[config.mk]
export PLATFORM = sky130hd
export DESIGN_NAME = cla_add_pipe
export DESIGN_NICKNAME = d
export VERILOG_FILES = /design/src/rtl/alu_pkg.sv /design/src/rtl/cla_carry_unit.sv /design/src/rtl/cla_add_pipe.sv
export SDC_FILE = /design/constraint.sdc
export NUM_CORES = 1
export LEC_CHECK = 0
export CORE_MARGIN = 4
export CORE_UTILIZATION = 55
export DETAILED_ROUTE_END_ITERATION = 10
export DONT_BUFFER_PORTS = 1
export PLACE_DENSITY = 0.7
export SLEW_MARGIN = 20
export SYNTH_ARGS = -nofsm -noshare
export SYNTH_HDL_FRONTEND = slang
export SYNTH_HIERARCHICAL = 1
export SYNTH_SLANG_ARGS = --single-unit
[constraint.sdc]
create_clock -name clk -period 6.89 [get_ports clk]
set_input_delay 1.0335 -clock clk [delete_from_list [all_inputs] [get_ports clk]]
set_output_delay 1.0335 -clock clk [all_outputs]
set_load 0.05 [all_outputs]
[src/rtl/alu_pkg.sv]
// rtl/alu_pkg.sv - shared ALU constants, flag struct and group P/G helper
package alu_pkg;

   localparam int GROUP_W            = 4;
   localparam int SECTION_W          = 16;
   localparam int GROUPS_PER_SECTION = SECTION_W / GROUP_W;

   typedef struct packed {
      logic cout;
      logic ovf;
      logic zero;
      logic neg;
   } alu_flags_t;

   // Returns {BG, BP} for one 4-bit group
   function automatic logic [1:0] group_bg_bp(input logic [GROUP_W-1:0] p,
                                              input logic [GROUP_W-1:0] g);
      logic bg;
      logic bp;
      bg = g[3] | (p[3] & g[2]) | (p[3] & p[2] & g[1]) | (p[3] & p[2] & p[1] & g[0]);
      bp = &p;
      return {bg, bp};
   endfunction

endpackage

[src/rtl/cla_carry_unit.sv]
// rtl/cla_carry_unit.sv - 16-bit section carry lookahead, 17 carries out
module cla_carry_unit
   import alu_pkg::*;
(
   input  logic [SECTION_W-1:0]          i_p,
   input  logic [SECTION_W-1:0]          i_g,
   input  logic [GROUPS_PER_SECTION-1:0] i_bg,
   input  logic [GROUPS_PER_SECTION-1:0] i_bp,
   input  logic                          i_cin,
   output logic [SECTION_W:0]            o_c
);

   logic [GROUPS_PER_SECTION:0] w_cg;

   // Group carry-ins in flattened lookahead form: no ripple between groups
   always_comb begin
      w_cg[0] = i_cin;
      w_cg[1] = i_bg[0] | (i_bp[0] & i_cin);
      w_cg[2] = i_bg[1] | (i_bp[1] & i_bg[0]) | (i_bp[1] & i_bp[0] & i_cin);
      w_cg[3] = i_bg[2] | (i_bp[2] & i_bg[1]) | (i_bp[2] & i_bp[1] & i_bg[0])
              | (i_bp[2] & i_bp[1] & i_bp[0] & i_cin);
      w_cg[4] = i_bg[3] | (i_bp[3] & i_bg[2]) | (i_bp[3] & i_bp[2] & i_bg[1])
              | (i_bp[3] & i_bp[2] & i_bp[1] & i_bg[0])
              | (i_bp[3] & i_bp[2] & i_bp[1] & i_bp[0] & i_cin);
   end

   // Bit carries ripple only inside a group, seeded by that group's carry-in
   always_comb begin
      logic cc;
      o_c = '0;
      cc  = 1'b0;
      for (int k = 0; k < GROUPS_PER_SECTION; k++) begin
         cc = w_cg[k];
         o_c[k*GROUP_W] = cc;
         for (int i = 0; i < GROUP_W - 1; i++) begin
            cc = i_g[k*GROUP_W+i] | (i_p[k*GROUP_W+i] & cc);
            o_c[k*GROUP_W+i+1] = cc;
         end
      end
      o_c[SECTION_W] = w_cg[GROUPS_PER_SECTION];
   end

endmodule

[src/rtl/cla_add_pipe.sv]
// rtl/cla_add_pipe.sv - two-stage pipelined CLA adder/subtractor with valid/ready
module cla_add_pipe
   import alu_pkg::*;
#(
   parameter int WIDTH = 32
) (
   input  logic             clk,
   input  logic             rst_n,
   input  logic             in_valid,
   output logic             in_ready,
   input  logic [WIDTH-1:0] a,
   input  logic [WIDTH-1:0] b,
   input  logic             cin,
   input  logic             sub,
   output logic             out_valid,
   input  logic             out_ready,
   output logic [WIDTH-1:0] sum,
   output logic             cout,
   output logic             ovf,
   output logic             zero,
   output logic             neg
);

   localparam int NSEC = WIDTH / SECTION_W;
   localparam int NGRP = WIDTH / GROUP_W;

   logic             w_adv1;
   logic             w_adv2;
   logic [WIDTH-1:0] w_b;
   logic             w_c0;
   logic [WIDTH-1:0] w_p;
   logic [WIDTH-1:0] w_g;
   logic [NGRP-1:0]  w_bg;
   logic [NGRP-1:0]  w_bp;
   logic [WIDTH:0]   w_c;
   logic [NSEC:0]    w_sec_c;
   logic [SECTION_W:0] w_sec_cy [NSEC];
   logic [WIDTH-1:0] w_sum;
   alu_flags_t       w_flags;

   logic             r_v1;
   logic             r_v2;
   logic [WIDTH-1:0] r_p;
   logic [WIDTH-1:0] r_g;
   logic [NGRP-1:0]  r_bg;
   logic [NGRP-1:0]  r_bp;
   logic             r_c0;
   logic [WIDTH-1:0] r_sum;
   alu_flags_t       r_flags;

   assign w_adv2    = r_v1 & (~r_v2 | out_ready);
   assign in_ready  = ~r_v1 | w_adv2;
   assign w_adv1    = in_valid & in_ready;
   assign out_valid = r_v2;

   // Operand conditioning and bit/group propagate-generate for stage 1
   always_comb begin
      logic [1:0] bgbp;
      w_b  = sub ? ~b : b;
      w_c0 = sub ? ~cin : cin;
      w_p  = a ^ w_b;
      w_g  = a & w_b;
      bgbp = 2'b00;
      for (int k = 0; k < NGRP; k++) begin
         bgbp    = group_bg_bp(w_p[k*GROUP_W +: GROUP_W], w_g[k*GROUP_W +: GROUP_W]);
         w_bg[k] = bgbp[1];
         w_bp[k] = bgbp[0];
      end
   end

   assign w_sec_c[0] = r_c0;

   generate
      for (genvar s = 0; s < NSEC; s++) begin : g_sec
         cla_carry_unit u_carry (
            .i_p   (r_p[s*SECTION_W +: SECTION_W]),
            .i_g   (r_g[s*SECTION_W +: SECTION_W]),
            .i_bg  (r_bg[s*GROUPS_PER_SECTION +: GROUPS_PER_SECTION]),
            .i_bp  (r_bp[s*GROUPS_PER_SECTION +: GROUPS_PER_SECTION]),
            .i_cin (w_sec_c[s]),
            .o_c   (w_sec_cy[s])
         );
         assign w_c[s*SECTION_W +: SECTION_W] = w_sec_cy[s][SECTION_W-1:0];
         assign w_sec_c[s+1]                 = w_sec_cy[s][SECTION_W];
      end
   endgenerate

   assign w_c[WIDTH] = w_sec_c[NSEC];

   // Stage 2 result and flags from resolved carries
   always_comb begin
      w_sum        = r_p ^ w_c[WIDTH-1:0];
      w_flags.cout = w_c[WIDTH];
      w_flags.ovf  = w_c[WIDTH] ^ w_c[WIDTH-1];
      w_flags.zero = ~|w_sum;
      w_flags.neg  = w_sum[WIDTH-1];
   end

   // Stage valid bits: fill on advance, drain on handshake
   always_ff @(posedge clk or negedge rst_n) begin
      if (!rst_n) begin
         r_v1 <= 1'b0;
         r_v2 <= 1'b0;
      end else begin
         r_v1 <= w_adv1 ? 1'b1 : (w_adv2 ? 1'b0 : r_v1);
         r_v2 <= w_adv2 ? 1'b1 : (out_ready ? 1'b0 : r_v2);
      end
   end

   // Stage 1 registers load only when an operand is accepted
   always_ff @(posedge clk or negedge rst_n) begin
      if (!rst_n) begin
         r_p  <= '0;
         r_g  <= '0;
         r_bg <= '0;
         r_bp <= '0;
         r_c0 <= 1'b0;
      end else if (w_adv1) begin
         r_p  <= w_p;
         r_g  <= w_g;
         r_bg <= w_bg;
         r_bp <= w_bp;
         r_c0 <= w_c0;
      end
   end

   // Stage 2 registers load only when stage 1 advances
   always_ff @(posedge clk or negedge rst_n) begin
      if (!rst_n) begin
         r_sum   <= '0;
         r_flags <= '0;
      end else if (w_adv2) begin
         r_sum   <= w_sum;
         r_flags <= w_flags;
      end
   end

   assign sum  = r_sum;
   assign cout = r_flags.cout;
   assign ovf  = r_flags.ovf;
   assign zero = r_flags.zero;
   assign neg  = r_flags.neg;

endmodule

=== Yosys cells after proc, flatten, opt, wreduce, memory -nomap -nowiden ===
Cells that the tools add are included.

* Register bits after elaboration: 118
* Input port bits: 70
* Output and inout port bits: 38
* Word-level logic and storage cells: 206

* Mux-type cells: 6
* Bitwise logic cells: 176
* Reduce and logical (&&, ||, !) cells: 12

{| class="wikitable"
|+ Operators by type and width
! operator !! number
|-
| bitwise AND 1 bit || 98
|-
| OR 1 bit || 70
|-
| XOR 32 bit || 2
|-
| bitwise AND 32 bit || 1
|-
| two-way mux 32 bit || 1
|-
| inverter 32 bit || 1
|-
| AND reduction 4 bit || 8
|-
| OR reduction 32 bit || 1
|-
| two-way mux 1 bit || 5
|-
| nonzero test 2 bit || 2
|-
| inverter 1 bit || 3
|-
| zero test 1 bit || 1
|-
| XOR 1 bit || 1
|}

=== Depth between registers and ports, before layout ===
* Word-level depth: 16
* Mapped depth: 10
* Depth with buffers taken out: 10

=== Cells and area by module ===
Netlist, hierarchy kept.

{| class="wikitable"
|+ By module, submodules not included
! module !! instances !! cells each !! area an instance (um^2) !! seq. area each (um^2)
|-
| cla_add_pipe || 1 || 453 || 5,606.6 || 2,952.8
|-
| cla_carry_unit || 2 || 30 || 202.7 || 0.0
|}

=== Worst setup path before layout ===
OpenSTA, ideal clock, no wires.

* Path kind: input to output
* Start: in out_ready
* End: out in_ready
* Arrival time: 1,448 ps
* Path slack: 4,408 ps
* Stages: 1
* Cells stage by stage: nand3b_2

* Cells in the longest elaborated chain, start to end: 3

{| class="wikitable"
|+ RTL lines
! element !! RTL line !! text
|-
| start, declared || cla_add_pipe.sv:16 || <nowiki>input logic out_ready,</nowiki>
|-
| OR 1 bit || cla_add_pipe.sv:51 || <nowiki>assign w_adv2 = r_v1 & (~r_v2 | out_ready);</nowiki>
|-
| bitwise AND 1 bit || cla_add_pipe.sv:51 ||
|-
| OR 1 bit || cla_add_pipe.sv:52 || <nowiki>assign in_ready = ~r_v1 | w_adv2;</nowiki>
|-
| end, declared || cla_add_pipe.sv:10 || <nowiki>output logic in_ready,</nowiki>
|}

Every way passes these cells.

=== Worst setup path after layout ===
* Start: reg r_c0
* End: reg r_flags, in the netlist zero

{| class="wikitable"
|+ RTL lines
! element !! RTL line !! text
|-
| start, declared || cla_add_pipe.sv:47 || <nowiki>logic r_c0;</nowiki>
|-
| start signal, assigned || cla_add_pipe.sv:123 || <nowiki>r_c0 <= w_c0;</nowiki>
|-
| bitwise AND 1 bit (*) || cla_carry_unit.sv:21 || <nowiki>| (i_bp[2] & i_bp[1] & i_bp[0] & i_cin);</nowiki>
|-
| OR 1 bit (*) || cla_carry_unit.sv:21 ||
|-
| net w_c[12] || cla_add_pipe.sv:35 || <nowiki>logic [WIDTH:0] w_c;</nowiki>
|-
| bitwise AND 1 bit || cla_carry_unit.sv:36 || <nowiki>cc = i_g[k*GROUP_W+i] | (i_p[k*GROUP_W+i] & cc);</nowiki>
|-
| OR 1 bit || cla_carry_unit.sv:36 ||
|-
| bitwise AND 1 bit || cla_carry_unit.sv:36 ||
|-
| OR 1 bit || cla_carry_unit.sv:36 ||
|-
| bitwise AND 1 bit || cla_carry_unit.sv:36 ||
|-
| OR 1 bit || cla_carry_unit.sv:36 ||
|-
| XOR 32 bit (*) || cla_add_pipe.sv:92 || <nowiki>w_sum = r_p ^ w_c[WIDTH-1:0];</nowiki>
|-
| OR reduction 32 bit (*) || cla_add_pipe.sv:95 || <nowiki>w_flags.zero = ~|w_sum;</nowiki>
|-
| zero test 1 bit (*) || cla_add_pipe.sv:95 ||
|-
| end signal, assigned || cla_add_pipe.sv:134 || <nowiki>r_flags <= w_flags;</nowiki>
|-
| end, declared || cla_add_pipe.sv:49 || <nowiki>alu_flags_t r_flags;</nowiki>
|}

The timed path passes the listed nets; every way through them passes the cells marked *.
A chain may end at the register's enable or synchronous reset.

==> flow_summary_export.csv <==
group,metric,value,unit
finish,diodes,0,
grt,met2_usage,29.9,%
synth,yosysWarningCount,6,
grt,grtUsageMet3,5.24,%
grt,grt_pass1_vias,3681,
grt,antenna_found_initial,0,
clocking,ctsHoldBuffers,0,
clocking,clk_pin_slew,0.11,ns
worst_setup_path,critPathArrivalTime,3.30,ns
timing,clock_skew,0.0162,ns
pwr,cellPowerDensity,357,nW/um^2
route,ant_nets,0,
clocking,cts_root_buffer,"clkbuf_8",
floorplan,die_h,110,um
clocking,clkLatencyLatePin,0.37,ns
placement,gp_congestion,0.816,
grt,grt_pass1_wl,18000,um
worst_setup_path,reg2reg_depth,10,
floorplan,core.rowCount,36,
synth,synth_cells,497,
floorplan,die-area,12100,um^2
synth,synth.avg_cell_area,11.5,um^2
grt,met1_usage,26.4,%
worst_setup_path,crit_path_start_kind,"register",
worst_setup_path,end_kind,"register",
worst_setup_path,timing_worst_setup_path_type,"register to register",
clocking,cts_buffer_depth,2,
finish,drive_gt1_share,16.6,%
finish,utilization,59.2,%
finish,fillers,878,
timing,relSlewSlack,33.0,%
clocking,htree_levels,3,
pwr,leakage,0.00274,uW
finish,regArea,2750,um^2
outcome,outcome,"finished clean",
clocking,cts_tree,"yes",
route,dr.pass1.iters,4,
grt,gr-total-overflow,0,
worst_setup_path,path_max_fanout,5,
pwr,ir_drop,172,uV
route,detail_route.wl_per_cell,17.5,um
placement,io_buffer_count,0,
grt,grt_max_degree,111,
clocking,cts_buffers,9,
grt,grt_util_all_layers,19.2,%
timing,setup_viol,0,
synth,syn-num-nets,599,
job,cap_violations,0,
floorplan,ios,108,
timing,drv_slew,0,
timing,fmax,333,MHz
timing,rsz0062_at_grt,"no",
clocking,cts.sinks,110,
grt,busiest_layer,"met2",
placement,place_hpwl,7970,um
finish,syn_to_final_growth,3.02,%
timing,fin_setup_tns,0,ns
timing,hold_viol_final,0,
route,drt_first_iter_violations,187,
timing,tightest_slew,1.00,ns
floorplan,coreArea,9950,um^2
timing,fin_crit_sh,43.6,%
finish,nNetsFinal,586,
route,vias,3500,
route,drc,0,
clocking,cts_setup_buffers,0,
floorplan,start_util,57.5,%
synth,syn_area,5720,um^2
route,wl,10900,um
hold_path,holdCritPathClass,"input port to asynchronous set/reset pin",
worst_setup_path,worst-endpoint-required,7.19,ns
clocking,cts_resized,0,
timing,fin_crit,3.00,ns
finish,multi_input_area,2790,um^2
route,avgViaCountPerCell,5.63,
floorplan,dieWidth,110,um
path summary, 6_finish.rpt:
kind | endpoint | slack [ns] | start
worst max-delay path | zero | 3.89 | r_c0
worst min-delay path | r_p[1] | 0.34 | rst_n
worst max register to register | zero | 3.89 | r_c0
worst min register to register | r_bp[2] | 0.49 | r_bp[2]
max in group asynchronous | r_bp[2] | 6.37 | rst_n
min in group clk | r_bp[2] | 0.49 | r_bp[2]
metrics by stage:
| stage | hold slack, ns | setup slack (ns) | instances | power [uW] | cell area [um^2] |
|---|---|---|---|---|---|
| floorplan | 0.443 | 4.41 | 497 | 1650 | 5720 |
| global placement | 0.462 | 3.91 | 606 | 1740 | 5710 |
| detailed placement | 0.470 | 3.89 | 606 | 1770 | 5710 |
| CTS | 0.324 | 3.86 | 622 | 2130 | 5890 |
| global route | 0.301 | 3.60 | 622 | 2240 | 5890 |
| finish | 0.342 | 3.89 | 622 | 2100 | 5890 |
worst max-delay path, stage by stage (launching register included):
cell      delay [ns]
dfrtp_1         0.46
a211oi_2        0.34
o21bai_1        0.18
a21o_1          0.27
a211oi_2        0.34
o21ai_0         0.18
a31o_2          0.28
xnor2_1         0.21
nand4_1         0.14
nor4_1          0.33
a32o_1          0.20
registers in the layout, indices dropped and copies added (netlist names):
register	count
cout	1
out_valid	1
ovf	1
r_bg	8
r_bp	8
r_c0	1
r_g	24
r_p	32
r_v1	1
sum	32
zero	1
layout make-up:
class,instances,area share (%)
clock buffers,10,2.33
clock inverters,6,0.743
multi-input cells,363,47.4
flip-flops and latches,110,46.7
well taps,133,2.82
power breakdown:
part           total [uW]  internal (uW)  switching (uW)
Clock                 362            144             218
Combinational         479            243             236
Sequential           1260            807             457
Total                2100           1190             910
layout by cell type (no fill, tap or decap), types with 2 or more instances in the layout:
cell	instances
and2_1	2
clkinv_2	2
clkbuf_8	10
nand2_4	2
a31o_1	2
nor3_1	5
or2_2	4
a211oi_2	2
nand2_1	49
nor2_1	2
nand2b_1	6
a21boi_1	2
mux2_2	53
o21bai_1	2
o21ai_0	56
xnor2_1	34
inv_6	2
dfrtp_1	110
xor2_1	32
a31o_2	2
nand4_1	15
mux2_1	4
a21o_1	36
a21oi_1	13
ha_1	32
layer usage:
| metal | part of all wire [%] | up-vias |
|---|---|---|
| met5 | 0 | - |
| met4 | 1.4 | 0 |
| li1 | - | 1723 |
| met1 | 45 | 1680 |
| met2 | 47 | 88 |
| met3 | 6.7 | 9 |
(Power assumes the default switching activity.)
